### src/rtl/ntt_pkg.sv
// rtl/ntt_pkg.sv - shared constants, twiddle-ROM field layout and FSM states for the NTT butterfly sequencer
package ntt_pkg;

    localparam int Q  = 3329;
    localparam int CW = 12;

    // Each 64-bit ROM word carries two 32-bit butterfly ops.
    localparam int OP_W       = 32;
    localparam int OP0_LSB    = 0;
    localparam int OP1_LSB    = 32;
    // Fields inside one op.
    localparam int ZETA_LSB   = 16;
    localparam int ADDR_A_LSB = 8;
    localparam int ADDR_B_LSB = 0;
    localparam int ADDR_W     = 8;

    typedef enum logic [2:0] {
        IDLE,
        FETCH,
        RD0,
        MUL0,
        WB0,
        RD1,
        MUL1,
        WB1
    } state_t;

endpackage

### src/rtl/ntt_bfly_seq_if.sv
// rtl/ntt_bfly_seq_if.sv - control, twiddle-ROM and coefficient-RAM signal bundle of the butterfly sequencer
//
// master: the sequencer (drives busy/done, ROM address, RAM strobes/addresses/write data)
// slave : the environment (drives start, ROM data, RAM read data)
interface ntt_bfly_seq_if #(
    parameter int CW = 12
);
    logic          start;
    logic          busy;
    logic          done;
    logic [6:0]    rom_addr;
    logic [63:0]   rom_data;
    logic          coef_rd_en;
    logic [7:0]    coef_rd_addr_a;
    logic [7:0]    coef_rd_addr_b;
    logic [CW-1:0] coef_rd_data_a;
    logic [CW-1:0] coef_rd_data_b;
    logic          coef_wr_en;
    logic [7:0]    coef_wr_addr_a;
    logic [7:0]    coef_wr_addr_b;
    logic [CW-1:0] coef_wr_data_a;
    logic [CW-1:0] coef_wr_data_b;

    modport master (
        input  start, rom_data, coef_rd_data_a, coef_rd_data_b,
        output busy, done, rom_addr, coef_rd_en, coef_rd_addr_a, coef_rd_addr_b,
               coef_wr_en, coef_wr_addr_a, coef_wr_addr_b, coef_wr_data_a, coef_wr_data_b
    );

    modport slave (
        output start, rom_data, coef_rd_data_a, coef_rd_data_b,
        input  busy, done, rom_addr, coef_rd_en, coef_rd_addr_a, coef_rd_addr_b,
               coef_wr_en, coef_wr_addr_a, coef_wr_addr_b, coef_wr_data_a, coef_wr_data_b
    );
endinterface

### src/rtl/ntt_modmul.sv
// rtl/ntt_modmul.sv - combinational modular multiply p = (a * b) mod Q
//
// Ports: a_i, b_i (CW bits, operands) -> p_o (CW bits, product reduced mod Q)
module ntt_modmul #(
    parameter int Q  = ntt_pkg::Q,
    parameter int CW = ntt_pkg::CW
) (
    input  logic [CW-1:0] a_i,
    input  logic [CW-1:0] b_i,
    output logic [CW-1:0] p_o
);
    import ntt_pkg::*;

    logic [2*CW-1:0] prod;

    always_comb begin
        prod = {{CW{1'b0}}, a_i} * {{CW{1'b0}}, b_i};
        p_o  = CW'(prod % (2*CW)'(Q));
    end
endmodule

### src/rtl/ntt_bfly_seq.sv
// rtl/ntt_bfly_seq.sv - sequencer running N_WORDS twiddle-ROM words as NTT butterflies over a coefficient RAM
//
// Ports: clk, srst (sync, active-high); bus (ntt_bfly_seq_if.master): start/busy/done,
//        rom_addr/rom_data (registered ROM), coef_rd_* (read, data one cycle after rd_en),
//        coef_wr_* (dual write, one strobe).
// Macro NTT_GS_MODE_EN: adds input inv, sampled at start; inv=1 selects the Gentleman-Sande butterfly.
module ntt_bfly_seq #(
    parameter int Q       = ntt_pkg::Q,
    parameter int N_WORDS = 128,
    parameter int CW      = ntt_pkg::CW
) (
    input  logic clk,
    input  logic srst,
`ifdef NTT_GS_MODE_EN
    input  logic inv,
`endif
    ntt_bfly_seq_if.master bus
);
    import ntt_pkg::*;

    state_t        state_q, state_d;
    logic [6:0]    k_q, k_d;
    logic [63:0]   word_q, word_d;
    logic [CW-1:0] a_q, a_d, t_q, t_d;
    logic          done_q, done_d;

    logic          start_acc, rd_act, wr_act, op1_sel;
    logic [OP_W-1:0] op_sel;
    logic [CW-1:0] zeta, mul_x, mul_p, wr_a, wr_b;
    logic          unused_zeta_hi;

    function automatic logic [CW-1:0] mod_add(input logic [CW-1:0] x, input logic [CW-1:0] y);
        logic [CW:0] s;
        s = {1'b0, x} + {1'b0, y};
        if (s >= (CW+1)'(Q)) s = s - (CW+1)'(Q);
        return s[CW-1:0];
    endfunction

    function automatic logic [CW-1:0] mod_sub(input logic [CW-1:0] x, input logic [CW-1:0] y);
        logic [CW:0] s;
        s = {1'b0, x} - {1'b0, y};
        if (x < y) s = s + (CW+1)'(Q);
        return s[CW-1:0];
    endfunction

    // The ROM word is only latched at the end of RD0, so op0 reads take their
    // addresses straight from rom_data in that cycle.
    assign op1_sel = (state_q == RD1) || (state_q == MUL1) || (state_q == WB1);
    assign op_sel  = op1_sel            ? word_q[OP1_LSB +: OP_W] :
                     (state_q == RD0)   ? bus.rom_data[OP0_LSB +: OP_W] :
                                          word_q[OP0_LSB +: OP_W];
    assign zeta           = op_sel[ZETA_LSB +: CW];
    assign unused_zeta_hi = ^op_sel[OP_W-1:ZETA_LSB+CW];

`ifdef NTT_GS_MODE_EN
    logic          inv_q;
    logic [CW-1:0] b_q;

    always_ff @(posedge clk) begin
        if (srst) begin
            inv_q <= 1'b0;
            b_q   <= '0;
        end else begin
            if (start_acc) inv_q <= inv;
            if (state_q == MUL0 || state_q == MUL1) b_q <= bus.coef_rd_data_b;
        end
    end

    assign mul_x = inv_q ? mod_sub(bus.coef_rd_data_a, bus.coef_rd_data_b) : bus.coef_rd_data_b;
    assign wr_a  = inv_q ? mod_add(a_q, b_q) : mod_add(a_q, t_q);
    assign wr_b  = inv_q ? t_q : mod_sub(a_q, t_q);
`else
    assign mul_x = bus.coef_rd_data_b;
    assign wr_a  = mod_add(a_q, t_q);
    assign wr_b  = mod_sub(a_q, t_q);
`endif

    ntt_modmul #(.Q(Q), .CW(CW)) u_modmul (
        .a_i (zeta),
        .b_i (mul_x),
        .p_o (mul_p)
    );

    // A start landing on the done cycle is dropped along with any start while busy.
    assign start_acc = (state_q == IDLE) && bus.start && !done_q;

    always_comb begin
        state_d = state_q;
        k_d     = k_q;
        word_d  = word_q;
        a_d     = a_q;
        t_d     = t_q;
        done_d  = 1'b0;
        rd_act  = 1'b0;
        wr_act  = 1'b0;
        case (state_q)
            IDLE: begin
                if (start_acc) begin
                    state_d = FETCH;
                    k_d     = '0;
                end
            end
            FETCH: state_d = RD0;
            RD0: begin
                word_d  = bus.rom_data;
                rd_act  = 1'b1;
                state_d = MUL0;
            end
            MUL0, MUL1: begin
                t_d     = mul_p;
                a_d     = bus.coef_rd_data_a;
                state_d = (state_q == MUL0) ? WB0 : WB1;
            end
            WB0: begin
                wr_act  = 1'b1;
                state_d = RD1;
            end
            RD1: begin
                rd_act  = 1'b1;
                state_d = MUL1;
            end
            WB1: begin
                wr_act = 1'b1;
                if (k_q == 7'(N_WORDS-1)) begin
                    state_d = IDLE;
                    done_d  = 1'b1;
                end else begin
                    k_d     = k_q + 7'd1;
                    state_d = FETCH;
                end
            end
            default: state_d = IDLE;
        endcase
    end

    always_ff @(posedge clk) begin
        if (srst) begin
            state_q <= IDLE;
            k_q     <= '0;
            word_q  <= '0;
            a_q     <= '0;
            t_q     <= '0;
            done_q  <= 1'b0;
        end else begin
            state_q <= state_d;
            k_q     <= k_d;
            word_q  <= word_d;
            a_q     <= a_d;
            t_q     <= t_d;
            done_q  <= done_d;
        end
    end

    // Strobes are gated by srst so a reset landing on a WB cycle writes nothing.
    assign bus.busy           = (state_q != IDLE);
    assign bus.done           = done_q;
    assign bus.rom_addr       = k_q;
    assign bus.coef_rd_en     = rd_act && !srst;
    assign bus.coef_rd_addr_a = rd_act ? op_sel[ADDR_A_LSB +: ADDR_W] : '0;
    assign bus.coef_rd_addr_b = rd_act ? op_sel[ADDR_B_LSB +: ADDR_W] : '0;
    assign bus.coef_wr_en     = wr_act && !srst;
    assign bus.coef_wr_addr_a = wr_act ? op_sel[ADDR_A_LSB +: ADDR_W] : '0;
    assign bus.coef_wr_addr_b = wr_act ? op_sel[ADDR_B_LSB +: ADDR_W] : '0;
    assign bus.coef_wr_data_a = wr_act ? wr_a : '0;
    assign bus.coef_wr_data_b = wr_act ? wr_b : '0;
endmodule
### src/flat_wrapper.sv
// flat-port wrapper written by rule: the top's interface ports become plain ports
module ntt_bfly_seq_flat import ntt_pkg::*;
#(
    parameter int Q       = ntt_pkg::Q,
    parameter int N_WORDS = 128,
    parameter int CW      = ntt_pkg::CW
)
  (clk, srst, bus_start, bus_rom_data, bus_coef_rd_data_a, bus_coef_rd_data_b, bus_busy, bus_done, bus_rom_addr, bus_coef_rd_en, bus_coef_rd_addr_a, bus_coef_rd_addr_b, bus_coef_wr_en, bus_coef_wr_addr_a, bus_coef_wr_addr_b, bus_coef_wr_data_a, bus_coef_wr_data_b);
  ntt_bfly_seq_if #(.CW(CW)) bus_i ();
  input  logic clk;
  input  logic srst;
  input wire logic [$bits(bus_i.start)-1:0] bus_start;
  input wire logic [$bits(bus_i.rom_data)-1:0] bus_rom_data;
  input wire logic [$bits(bus_i.coef_rd_data_a)-1:0] bus_coef_rd_data_a;
  input wire logic [$bits(bus_i.coef_rd_data_b)-1:0] bus_coef_rd_data_b;
  output wire logic [$bits(bus_i.busy)-1:0] bus_busy;
  output wire logic [$bits(bus_i.done)-1:0] bus_done;
  output wire logic [$bits(bus_i.rom_addr)-1:0] bus_rom_addr;
  output wire logic [$bits(bus_i.coef_rd_en)-1:0] bus_coef_rd_en;
  output wire logic [$bits(bus_i.coef_rd_addr_a)-1:0] bus_coef_rd_addr_a;
  output wire logic [$bits(bus_i.coef_rd_addr_b)-1:0] bus_coef_rd_addr_b;
  output wire logic [$bits(bus_i.coef_wr_en)-1:0] bus_coef_wr_en;
  output wire logic [$bits(bus_i.coef_wr_addr_a)-1:0] bus_coef_wr_addr_a;
  output wire logic [$bits(bus_i.coef_wr_addr_b)-1:0] bus_coef_wr_addr_b;
  output wire logic [$bits(bus_i.coef_wr_data_a)-1:0] bus_coef_wr_data_a;
  output wire logic [$bits(bus_i.coef_wr_data_b)-1:0] bus_coef_wr_data_b;
  assign bus_i.start = bus_start;
  assign bus_i.rom_data = bus_rom_data;
  assign bus_i.coef_rd_data_a = bus_coef_rd_data_a;
  assign bus_i.coef_rd_data_b = bus_coef_rd_data_b;
  assign bus_busy = bus_i.busy;
  assign bus_done = bus_i.done;
  assign bus_rom_addr = bus_i.rom_addr;
  assign bus_coef_rd_en = bus_i.coef_rd_en;
  assign bus_coef_rd_addr_a = bus_i.coef_rd_addr_a;
  assign bus_coef_rd_addr_b = bus_i.coef_rd_addr_b;
  assign bus_coef_wr_en = bus_i.coef_wr_en;
  assign bus_coef_wr_addr_a = bus_i.coef_wr_addr_a;
  assign bus_coef_wr_addr_b = bus_i.coef_wr_addr_b;
  assign bus_coef_wr_data_a = bus_i.coef_wr_data_a;
  assign bus_coef_wr_data_b = bus_i.coef_wr_data_b;
  ntt_bfly_seq #(.Q(Q), .N_WORDS(N_WORDS), .CW(CW)) u_core (.clk(clk), .srst(srst), .bus(bus_i));
endmodule
### config.mk
export PLATFORM = sky130hd
export DESIGN_NAME = ntt_bfly_seq_flat
export DESIGN_NICKNAME = d
export VERILOG_FILES = /design/src/rtl/ntt_pkg.sv /design/src/rtl/ntt_bfly_seq_if.sv /design/src/rtl/ntt_modmul.sv /design/src/rtl/ntt_bfly_seq.sv /design/src/flat_wrapper.sv
export SDC_FILE = /design/constraint.sdc
export NUM_CORES = 1
export LEC_CHECK = 0
export BUFFER_PORTS_ARGS = -buffer_cell sky130_fd_sc_hd__buf_2
export CORE_ASPECT_RATIO = 0.9
export CORE_UTILIZATION = 40
export CTS_CLUSTER_SIZE = 28
export DETAILED_ROUTE_END_ITERATION = 10
export SLEW_MARGIN = 0
export SYNTH_ARGS = -nofsm -noshare
export SYNTH_HDL_FRONTEND = slang
export SYNTH_SLANG_ARGS = --single-unit
### constraint.sdc
create_clock -name clk -period 25.6 [get_ports clk]
set_input_delay 1.28 -clock clk [delete_from_list [all_inputs] [get_ports clk]]
set_output_delay 1.28 -clock clk [all_outputs]
set_load 0.01 [all_outputs]
==> results of run 1 <==
## worst paths after layout
check                                               startpoint                        endpoint  slack (ns)  cells past startpoint
worst max-delay path            u_core.state_q[0]$_SDFFE_PP0P_      u_core.t_q[1]$_SDFFE_PP0P_        1.84                     72
worst min-delay path            u_core.word_q[37]$_SDFFE_PP0P_  u_core.word_q[37]$_SDFFE_PP0P_        0.45                      2
worst max register to register  u_core.state_q[0]$_SDFFE_PP0P_      u_core.t_q[1]$_SDFFE_PP0P_        1.84                     72
worst min register to register  u_core.word_q[37]$_SDFFE_PP0P_  u_core.word_q[37]$_SDFFE_PP0P_        0.45                      2
## flip-flops by register name, indices dropped and copies added, names as in the netlist
register	count
u_core.a_q	12
u_core.t_q	12
u_core.state_q	3
u_core.bus.rom_addr	7
u_core.word_q	56
u_core.bus.done	1
## area by class of cell
type                       count  share of cell area (%)
timing repair buffer         164                    4.94
multi-input combinational   1815                    75.3
clock inverter                 7                   0.526
sequential                    91                    10.5
tap                          525                    3.78
antenna                        2                  0.0288
inverter                     167                    3.61
clock buffer                   9                    1.30
## placed cells by master, fill, tap and decap left out, drive strengths merged, types with 45 or more instances in the layout
master | synthesis | routed
inv | 167 | 171
fa | 102 | 102
dfxtp | 91 | 91
o21ai | 99 | 99
nor3 | 45 | 45
nand3 | 52 | 52
and2 | 75 | 75
buf | 24 | 164
xor2 | 49 | 49
nand2 | 327 | 327
xnor2 | 94 | 94
a21oi | 167 | 167
ha | 98 | 98
nor2 | 223 | 223
## per-layer routing
| layer | global-route usage (%) | vias to the layer above |
|---|---|---|
| li1 | - | 7742 |
| met1 | 30.5 | 7458 |
| met2 | 33.6 | 371 |
| met3 | 1.66 | 37 |
| met4 | 4.37 | 2 |
| met5 | 0 | - |
## worst register-to-register path, delay by kind of cell (launching register included)
kind | cells | cell delay, ns
AO/OA/AOI/OAI | 29 | 10.83
AND/OR/NAND/NOR | 16 | 4.69
adder cells (fa/ha/maj) | 9 | 3.79
multiplexers | 5 | 1.92
buffers and inverters | 10 | 1.10
XOR/XNOR | 3 | 1.01
flip-flops | 1 | 0.34
## through the flow
step	util, %	setup slack [ns]	cell area (sq um)
floorplan	-	5.76	15900
detailed placement	43.9	2.13	17000
CTS	44.8	2.05	17400
global placement	43.9	2.60	17000
global route	44.8	0.0177	17400
finish	44.8	1.84	17400
## cells by family after synthesis
group | count (synthesis)
AND/OR/NAND/NOR | 853
AO/OA/AOI/OAI | 565
buffers and inverters | 274
adder cells (fa/ha/maj) | 203
XOR/XNOR | 143
flip-flops | 91
multiplexers | 51
==> summary.txt, run 1 <==
GRT
  – Number of global-route vias before repair: 14500
  – Initial antenna violation count: 3
  – GR Overflow Total: 0
  – First-pass GRT wire length: 71.5 mm
  – Largest net degree at the start of global routing: 90
  – Overall Global Routing Usage: 21.0%

CTS
  – Post-CTS Setup Inserts: 0
  – Worst-Skew Late Latency: approximately 0.35 ns
  – CTS buffer count: 9
  – TritonCTS clock tree: built
  – Hold_buf cts: 0
  – # resized after CTS: 0
  – Longest Clk Path Bufs: 2
  – Clk sinks: 91
  – CTS clk-pin slew, worst paths: approximately 0.070 ns
  – CTS H-tree lvls: 3
  – Clk root buf: clkbuf_16

STA
  – Max Clock Skew: 0.0108 ns
  – Count of final max-slew check failures: 0
  – RSZ-0062 raised after global routing: false
  – Worst hold margin: 0.453 ns
  – Fin. Hold Viols: 0
  – Max-Slew Margin vs Limit: around 17%
  – Total Neg Setup Slack: 0 ns
  – Period utilization: 92.8%
  – Slew at the pin closest to its max-slew limit: 1.24 ns
  – Fmax achieved: roughly 42 MHz
  – Crit path time final: roughly 24 ns
  – Setup violators final: 0

Routing
  – Max layer used: met5
  – Wire length on met2: 19.0 mm
  – Metal-1 WL: between 20 and 25 mm
  – Vias: about 16000
  – Antenna Violating Nets Remaining: 0
  – DRT Pass-1 Iters: 6
  – Drt drc: 0
  – WL final: roughly 43 mm
  – Met3 WL: roughly 1.8 mm
  – Drt initial violations: 1168
  – Vias per inst: between 5 and 6
  – Avg WL per Cell: 15.4 microns

Placement
  – Placed Cells: around 2800
  – Port bufs: 149
  – GPL Wtd Cong: approximately 0.87
  – Dpl hpwl: 34.5 mm

Worst hold path
  – Hold Path Class: flop to flop

Setup path
  – Critical Path Max Stage Delay: 0.94 ns
  – Crit path DAT: about 24 ns
  – Critical path buffer and inverter count: 10
  – CP endpoint kind: flop
  – Slowest CP cell: a21oi_1
  – Worst setup SP type: flop
  – Kind of critical path: flop to flop
  – CP top delay family: compound AO/OA/AOI/OAI gates
  – CP required: approximately 26 ns
  – CP most frequent cell: inv_1
  – Crit path max fanout: 21

Synthesis
  – Sequential area share after synthesis: 11.4%
  – Area share of fa/ha/maj cells after synthesis: 20.7%
  – Synth Net Count: 2471
  – Mux cell area share after synthesis: 3.32%
  – Ranking of synthesized cells by area: fa_1 13%, dfxtp_1 11%, ha_1 7.7%
  – FF+latch count, synth: 91
  – Complex-gate fraction of the synthesized area: 25.2%
  – Yosys Warn Count: 0
  – Number of synthesized flops with an enable pin: 0
  – Leading cell type by number of instances after synthesis: nand2_1
  – Largest family of logic cells by synthesized area: compound AO/OA/AOI/OAI gates
  – Post-Synth XOR/XNOR Area: between 7 and 8%
  – Simple-gate area share of the yosys netlist: approximately a quarter
  – Cell accounting for the most synthesized area: fa_1
  – Cells after Synth: between 2000 and 2500
  – Synth unique cells: 112
  – Commonest cells in the netlist: 326 x nand2_1, 221 x nor2_1, 166 x inv_1, 160 x a21oi_1, 102 x fa_1
  – Avg Cell Area, Syn: 7.31 sq um
  – Ys async rst share: 0%
  – Synthesized cell area: 0.0159 sq mm
  – Main synth FF type: dfxtp_1
  – Synth top area share: 12.8%

Die
  – Initial core utilization: 41.1%
  – Core Region: 0.0388 sq mm
  – Chip height: 191 microns
  – Io pins: 158
  – Num rows: 68
  – Die Width: roughly 210 microns
  – Die Footprint: 0.0407 sq mm

Layout
  – Share of layout cells above drive strength 1: 11.5%
  – Fillers: 4023
  – Layout Cells excl Fill: between 2000 and 3000
  – Nets: between 2000 and 3000
  – Register area: 0.00182 sq mm
  – Area of the multi-input gates: 0.0131 sq mm
  – Layout area overhead: 8.95%

Job
  – Max cap viols: 0

Run status
  – Outcome: finished clean
Power of run 1 is left out: the tool's default activity adds up to more than one toggle a clock period on the data nets, which glitch-free logic cannot reach.
==> inputs of run 2 (changes only) <==
Settings changed: ABC_AREA from default to 1.
==> summary.txt, run 2 <==
GRT
  – GR Overflow Total: 0
  – Largest net degree at the start of global routing: 66
  – Number of global-route vias before repair: ~15000
  – Initial antenna violation count: 3
  – Overall Global Routing Usage: 20.0%
  – First-pass GRT wire length: a little over 70 mm

Routing
  – Vias: about 16000
  – WL final: approximately 42 mm
  – Drt initial violations: 915
  – Vias per inst: 4.88
  – Antenna Violating Nets Remaining: 0
  – Avg WL per Cell: approximately 13 microns
  – DRT Pass-1 Iters: 5
  – Drt drc: 0

Layout
  – Final instance area: 0.0181 sq mm
  – Fillers: between 4000 and 5000
  – Area of the multi-input gates: approximately 0.013 sq mm
  – Largest Register: u_core.word_q
  – Most frequent cells in the layout: 747 x nand2_1, 407 x inv_1, 294 x nor2_1
  – Max reg flops: 56
  – Share of layout cells above drive strength 1: 15.8%
  – Nets: 3103
  – Layout area overhead: 8.12%
  – Register area: 0.00182 sq mm
  – Most common cell after layout, fill and taps aside: nand2_1
  – Layout Utilization: 44.2%
  – Biggest regs: u_core.word_q x56, u_core.a_q x12, u_core.t_q x12

Die
  – Num rows: 70
  – Die Footprint: 0.0426 sq mm
  – Die Width: 218 microns
  – Initial core utilization: 40.9%
  – Core Region: 0.0409 sq mm
  – Io pins: 158
  – Chip height: 196 microns

Worst hold path
  – WHS Path Cells: 2
  – Hold Path Class: flop to flop

CTS
  – Post-CTS Setup Inserts: 0
  – Clk root buf: clkbuf_16
  – TritonCTS clock tree: built
  – Worst-Skew Late Latency: 0.36 ns
  – Longest Clk Path Bufs: 2
  – CTS clk-pin slew, worst paths: 0.07 ns
  – CTS H-tree lvls: 3
  – # resized after CTS: 0
  – Hold_buf cts: 0
  – Clk sinks: between 90 and 100
  – CTS buffer count: 9

Setup path
  – Kind of critical path: flop to flop
  – Slowest CP cell: fa_1
  – CP most frequent cell: nand2_2
  – Crit path max fanout: 49
  – Critical Path Max Stage Delay: 0.56 ns
  – CP required: 25.85 ns
  – Crit path DAT: 19.69 ns
  – Worst setup SP type: flop
  – R2R Setup Slk: 6.16 ns
  – R2R depth: about 110
  – CP endpoint kind: flop

Synthesis
  – Number of synthesized flops with an enable pin: 0
  – Ys async rst share: 0%
  – Avg Cell Area, Syn: between 6 and 7 sq um
  – Commonest cells in the netlist: 748 x nand2_1, 407 x inv_1, 295 x nor2_1, 204 x nand3_1, 118 x o21ai_0
  – Ranking of synthesized cells by area: nand2_1 17%, fa_1 12%, dfxtp_1 11%
  – Synthesized cell area: 0.0167 sq mm
  – Leading cell type by number of instances after synthesis: nand2_1
  – Synth Net Count: 2997
  – Main synth FF type: dfxtp_1
  – Synth top area share: about 17%
  – Cells after Synth: 2706
  – Cell accounting for the most synthesized area: nand2_1
  – Synth unique cells: 60
  – Sequential area share after synthesis: 10.9%
  – Yosys Warn Count: 0
  – FF+latch count, synth: 91

STA
  – Total Neg Setup Slack: 0 ns
  – Period utilization: 75.9%
  – Crit path time final: 19.44 ns
  – Fin. Hold Viols: 0
  – Fmax achieved: 51.4 MHz
  – Count of final max-slew check failures: 0
  – Max-Slew Margin vs Limit: ~17%
  – Setup violators final: 0
  – RSZ-0062 raised after global routing: false
  – Slew at the pin closest to its max-slew limit: 1.24 ns
  – Max Clock Skew: 0.0114 ns

Job
  – Max cap viols: 0

Placement
  – GPL Wtd Cong: approximately 0.9
  – Port bufs: 149
  – Dpl cell area: about 0.018 sq mm
  – Dpl hpwl: 35.1 mm

Run status
  – Outcome: finished clean
-- run 2: changes by cell type after synthesis, sizes merged, moves of 42 or more --
cell / delta
and2: -73
nor2: +121
clkbuf: -52
xnor2: -85
inv: +281
a21oi: -77
nand2: +554
o21ai: +42
nand3: +171
-- run 2: routing by layer --
| layer | global-route usage, % | wire length, microns | vias up | part of all wire (%) |
|---|---|---|---|---|
| met2 | 34.6 | 20300 | 227 | 48 |
| met3 | 2.03 | 1160 | 43 | 2.7 |
| li1 | - | - | 8611 | - |
| met1 | 26.8 | 20000 | 7522 | 48 |
| met4 | 3.83 | 533 | 0 | 1.3 |
| met5 | 0 | 0 | - | 0 |
-- run 2: cell families after synthesis --
| logic type | count (synthesis) | share of synthesized area [%] |
|---|---|---|
| AO/OA/AOI/OAI | 261 | 8.74 |
| XOR/XNOR | 62 | 3.29 |
| adder cells (fa/ha/maj) | 200 | 19.5 |
| buffers and inverters | 523 | 12.9 |
| flip-flops | 91 | 10.9 |
| multiplexers | 28 | 1.68 |
| AND/OR/NAND/NOR | 1541 | 42.9 |
-- run 2: cell type report --
cell class	instances	share of cell area, %
inverter	464	9.76
clock buffer	10	1.27
tap	540	3.74
multi-input combinational	2092	70.5
timing repair buffer	154	4.33
clock inverter	6	0.263
antenna	3	0.0415
sequential	91	10.1
-- run 2: final timing paths --
kind	startpoint	endpoint
worst max-delay path	u_core.state_q[0]$_SDFFE_PP0P_	u_core.t_q[2]$_SDFFE_PP0P_
worst min register to register	u_core.word_q[55]$_SDFFE_PP0P_	u_core.word_q[55]$_SDFFE_PP0P_
worst max register to register	u_core.state_q[0]$_SDFFE_PP0P_	u_core.t_q[2]$_SDFFE_PP0P_
worst min-delay path	u_core.word_q[55]$_SDFFE_PP0P_	u_core.word_q[55]$_SDFFE_PP0P_
-- run 2: through the flow --
step	instances	setup slack (ns)	hold slack [ns]
finish	3360	6.16	0.456
CTS	3357	6.07	0.457
detailed placement	3341	6.14	0.448
floorplan	2706	9.47	0.430
global route	3360	4.21	0.487
global placement	3341	6.42	0.442
-- run 2: worst max-delay path: cells and delay by family (launching register included) --
kind | cells | cell delay (ns)
fa+ha+maj | 9 | 3.60
flops | 1 | 0.37
buf+inv | 13 | 1.63
simple gates | 88 | 12.65
compound gates | 3 | 0.98
Power of run 2 is left out for the same reason.
